`config.mk`:
```
export PLATFORM = sky130hd
export DESIGN_NAME = arb_mux
export DESIGN_NICKNAME = d
export VERILOG_FILES = /design/src/rtl/arb_mux.sv
export SDC_FILE = /design/constraint.sdc
export NUM_CORES = 1
export LEC_CHECK = 0
export ABC_AREA = 0
export BUFFER_PORTS_ARGS = -buffer_cell sky130_fd_sc_hd__buf_2
export CORE_MARGIN = 2
export CORE_UTILIZATION = 37
export DETAILED_ROUTE_END_ITERATION = 16
export GPL_ROUTABILITY_DRIVEN = 0
export GPL_TIMING_DRIVEN = 0
export PLACE_DENSITY = 0.74
export SYNTH_ARGS = -nofsm -noshare
export SYNTH_HDL_FRONTEND = slang
export SYNTH_SLANG_ARGS = --single-unit
```
`constraint.sdc`:
```
create_clock -name clk -period 1.6 [get_ports clk]
set_input_delay 0.24 -clock clk [delete_from_list [all_inputs] [get_ports clk]]
set_output_delay 0.24 -clock clk [all_outputs]
set_load 0.05 [all_outputs]
```
`src/rtl/arb_mux.sv`:
```
// arb_mux: N-channel registered multiplexer with valid/ready handshake.
// One requesting channel is granted per transfer, chosen by MODE:
//   0 = external select (sel), 1 = fixed priority (ch0 highest), 2 = round-robin.
// The output slot reloads in the same cycle it drains, so a consumer that
// keeps out_ready high receives one word per cycle.
module arb_mux #(
    parameter int WIDTH = 8,
    parameter int N     = 4,
    parameter int MODE  = 2,
    localparam int SELW = $clog2(N)
) (
    input  logic                 clk,
    input  logic                 rst_n,
    input  logic [N-1:0]         in_valid,
    input  logic [N*WIDTH-1:0]   in_data,
    output logic [N-1:0]         in_ready,
    input  logic [SELW-1:0]      sel,
    output logic                 out_valid,
    output logic [WIDTH-1:0]     out_data,
    output logic [SELW-1:0]      out_ch,
    input  logic                 out_ready
);

    logic            load_en;
    logic            grant_found;
    logic [SELW-1:0] grant_idx;
    logic [SELW-1:0] rr_ptr;

    // The slot may take a new word when it is empty or being drained this cycle.
    assign load_en = ~out_valid | out_ready;

    // Grant selection: produces the single granted channel index, if any.
    always_comb begin
        int              cand;
        logic [SELW-1:0] cand_idx;
        grant_found = 1'b0;
        grant_idx   = '0;
        cand        = 0;
        cand_idx    = '0;
        case (MODE)
            0: begin
                if (int'(sel) < N) begin
                    if (in_valid[sel]) begin
                        grant_found = 1'b1;
                        grant_idx   = sel;
                    end
                end
            end
            1: begin
                // Descending scan so the lowest valid index is the one left standing.
                for (int i = N - 1; i >= 0; i--) begin
                    if (in_valid[i]) begin
                        grant_found = 1'b1;
                        grant_idx   = SELW'(i);
                    end
                end
            end
            default: begin
                // Search starts just after the last served channel and wraps modulo N.
                for (int k = 1; k <= N; k++) begin
                    cand     = (int'(rr_ptr) + k) % N;
                    cand_idx = SELW'(cand);
                    if (!grant_found && in_valid[cand_idx]) begin
                        grant_found = 1'b1;
                        grant_idx   = cand_idx;
                    end
                end
            end
        endcase
    end

    // Handshake back to the producers: one-hot or zero, suppressed during reset.
    always_comb begin
        in_ready = '0;
        if (rst_n && load_en && grant_found) begin
            in_ready[grant_idx] = 1'b1;
        end
    end

    // Output slot and round-robin pointer; the pointer only moves on a transfer.
    always_ff @(posedge clk) begin
        if (!rst_n) begin
            out_valid <= 1'b0;
            out_data  <= '0;
            out_ch    <= '0;
            rr_ptr    <= SELW'(N - 1);
        end else if (load_en) begin
            if (grant_found) begin
                out_valid <= 1'b1;
                out_data  <= in_data[int'(grant_idx)*WIDTH +: WIDTH];
                out_ch    <= grant_idx;
                if (MODE == 2) begin
                    rr_ptr <= grant_idx;
                end
            end else begin
                out_valid <= 1'b0;
            end
        end
    end

endmodule

```
==> impl_metrics.tcl <==
set metrics [dict create \
    crit_required_ns 1.36 \
    antenna_found_initial 0 \
    yosysUniqueCellTypes 28 \
    viasPerCell 5.32 \
    p_switching_mw 0.514 \
    synth-main-ff-cell "dfxtp_1" \
    ant_nets 0 \
    cts_max_path_buffers 2 \
    fin_crit_sh_pct 125 \
    die_x_um 51.5 \
    cap_violations 0 \
    vdd_ir_drop_max_v 0.000495 \
    grt_overflow 0 \
    hp-class "input pin to flop" \
    core_area_um2 2170 \
    areaGrowthSynthToFinish_pct 65.6 \
    ys_async_sr_fraction_pct 0 \
    numPortBuffers 53 \
    synth_edf_count 0 \
    synth_top_cell_area_share_pct 31.2 \
    start_kind "flop" \
    num-fill-cells 203 \
    finClkSkew_ns 0.00288 \
    routed_wl_um 2890 \
    seq_power_share_pct 32.3 \
    violations "negative setup slack" \
    row_count 17 \
    drive_gt1_share_pct 51.2 \
    max_freq_ghz 0.499 \
    synth.area.top_cells "dfxtp_1, mux2i_1, a221oi_1" \
    io_pins 56 \
    ys_top_cells_by_count "nand2_1, dfxtp_1, nor2_1" \
    start_util_pct 38.4 \
    status "finished with violations" \
    rsz0062_at_grt "yes" \
    cts_tree "done" \
    swShare_pct 42.5 \
    worstSetupPathType "flop to output port" \
    drv_slew 0 \
    grt_pass1_wl_um 4280 \
    synth_most_common_cell "nand2_1" \
    die_h_um 51.5 \
    clock_latency_ns 0.28 \
    final_util_pct 63.6 \
    worst_slack_ns -0.402 \
    synth_area_per_cell_um2 7.79 \
    die_area_um2 2650 \
    setup_viol 12 \
    netlist_instances 107 \
    worst_setup_path_end_kind "output port" \
    hpwl_um 2000 \
    nets 210 \
    ys_seq_elements 13 \
    cp_max_fo 6 \
    syn_area_um2 833 \
    clock-sinks 13 \
    dr.first_iter.drc_count 7 \
    clk_pin_slew_ns 0.08 \
    p_int_mw 0.696 \
    htree_levels 1 \
    post-route-min-period_ns 2.00 \
    timing.slew.headroom_pct 63.9 \
    power.leakage_nw 0.673 \
    drc 0 \
    grt_use_total_pct 22.1 \
    clkPwrFrac_pct 17.2 \
    power_density_nw_per_um2 877 \
    finalSetupTns_ns -2.27 \
    hold_violations 0 \
    drt-wirelength-per-cell_um 14.8 \
    clockRootBuffer "clkbuf_4" \
    ys_warn_count 0 \
    critical_path_arrival_ns 1.76 \
    numCtsBuffers 3 \
    combPwrFrac_pct 50.5 \
    diodes 0 \
    synth_top_area_cell "dfxtp_1" \
    grt_max_degree 11 \
    synth_nets 148 \
    grt_pass1_vias 943 \
    synth_seq_area_share_pct 31.2 \
    vias 1042 \
    worst_pin_slew_ns 0.539 \
    dr.pass1.iters 4 \
]
-- stage by stage --
step / hold WS (ns) / area (um^2) / std cells / worst slack (ns) / power, mW
floorplan: 0.384 / 875 / 107 / -0.269 / 0.756
global placement: 0.441 / 1170 / 188 / -0.340 / 0.884
CTS: 0.226 / 1270 / 195 / -0.441 / 1.14
detailed placement: 0.463 / 1170 / 188 / -0.386 / 0.896
global route: 0.254 / 1380 / 196 / -0.455 / 1.27
finish: 0.231 / 1380 / 196 / -0.402 / 1.21
-- layout make-up --
type | count | area [um^2] | share of cell area [%]
Multi-Input combinational cell | 82 | 632 | 45.8
Tap cell | 28 | 35.0 | 2.54
Buffer | 4 | 38.8 | 2.81
Timing Repair Buffer | 59 | 354 | 25.7
Sequential cell | 13 | 267 | 19.3
Clock buffer | 4 | 26.3 | 1.90
Inverter | 6 | 27.5 | 1.99
-- per-layer routing --
metal  global-route usage (%)  share of wire [%]  wire, um
met1                     29.6                 45      1290
met2                     35.5                 49      1410
met3                     2.92                6.1       177
met4                     9.21               0.48        14
met5                        0                  0         0
-- cells by family (layout without fill, tap and decap cells) --
kind of cell	count (synthesis)	in the layout	synth area share, %
flip-flops	13	13	31.2
multiplexers	9	9	10.8
AO/OA/AOI/OAI	39	39	32.3
AND/OR/NAND/NOR	34	34	17.9
buffers and inverters	12	73	7.81
-- critical path: stages, from the launching register on --
cell,delay (ns)
dfxtp_4,0.37
nand2b_4,0.14
a22o_1,0.22
a21o_4,0.22
buf_12,0.13
buf_6,0.11
nor3_4,0.11
buf_6,0.18
-- placed cells by master (no fill, tap or decap), drive strengths merged, types with 2 or more instances in the layout --
| cell type | count |
|---|---|
| a211oi | 8 |
| a21o | 2 |
| a21oi | 6 |
| a221oi | 8 |
| and3 | 2 |
| buf | 61 |
| clkbuf | 6 |
| dfxtp | 13 |
| inv | 6 |
| mux2i | 9 |
| nand2 | 15 |
| nor2 | 10 |
| nor3 | 2 |
| o21ai | 12 |
-- final timing paths --
check / startpoint / end / slack, ns / cells after the start
hold reg to reg: out_ch[1] / out_ch[1] / 0.47 / 2
setup reg to reg: rr_ptr[1] / out_data[3] / -0.16 / 8
setup / recovery: rr_ptr[1] / in_ready[2] / -0.40 / 7
hold / removal: out_ready / out_valid / 0.23 / 4
-- state kept, by name, summed over array words and instances, names as in the netlist --
signal / flops
out_data: 8
out_ch: 2
rr_ptr: 2
out_valid: 1
-- power groups by stage --
stage | registers [mW] | clock network [mW] | logic, mW
6_report | 0.391 | 0.208 | 0.611
3_3_place_gp | 0.395 | 0 | 0.489
2_1_floorplan | 0.515 | 0 | 0.241
3_5_place_dp | 0.395 | 0 | 0.501
5_1_grt | 0.396 | 0.225 | 0.649
4_1_cts | 0.388 | 0.214 | 0.537
-- repair_timing --
item	in CTS	in global routing
setup buffers	4	4
setup endpoints to repair	12	12
pin swaps	3	11
gates cloned	0	0
hold buffers	0	0
resized for setup	15	22
(Power assumes the default switching activity.)
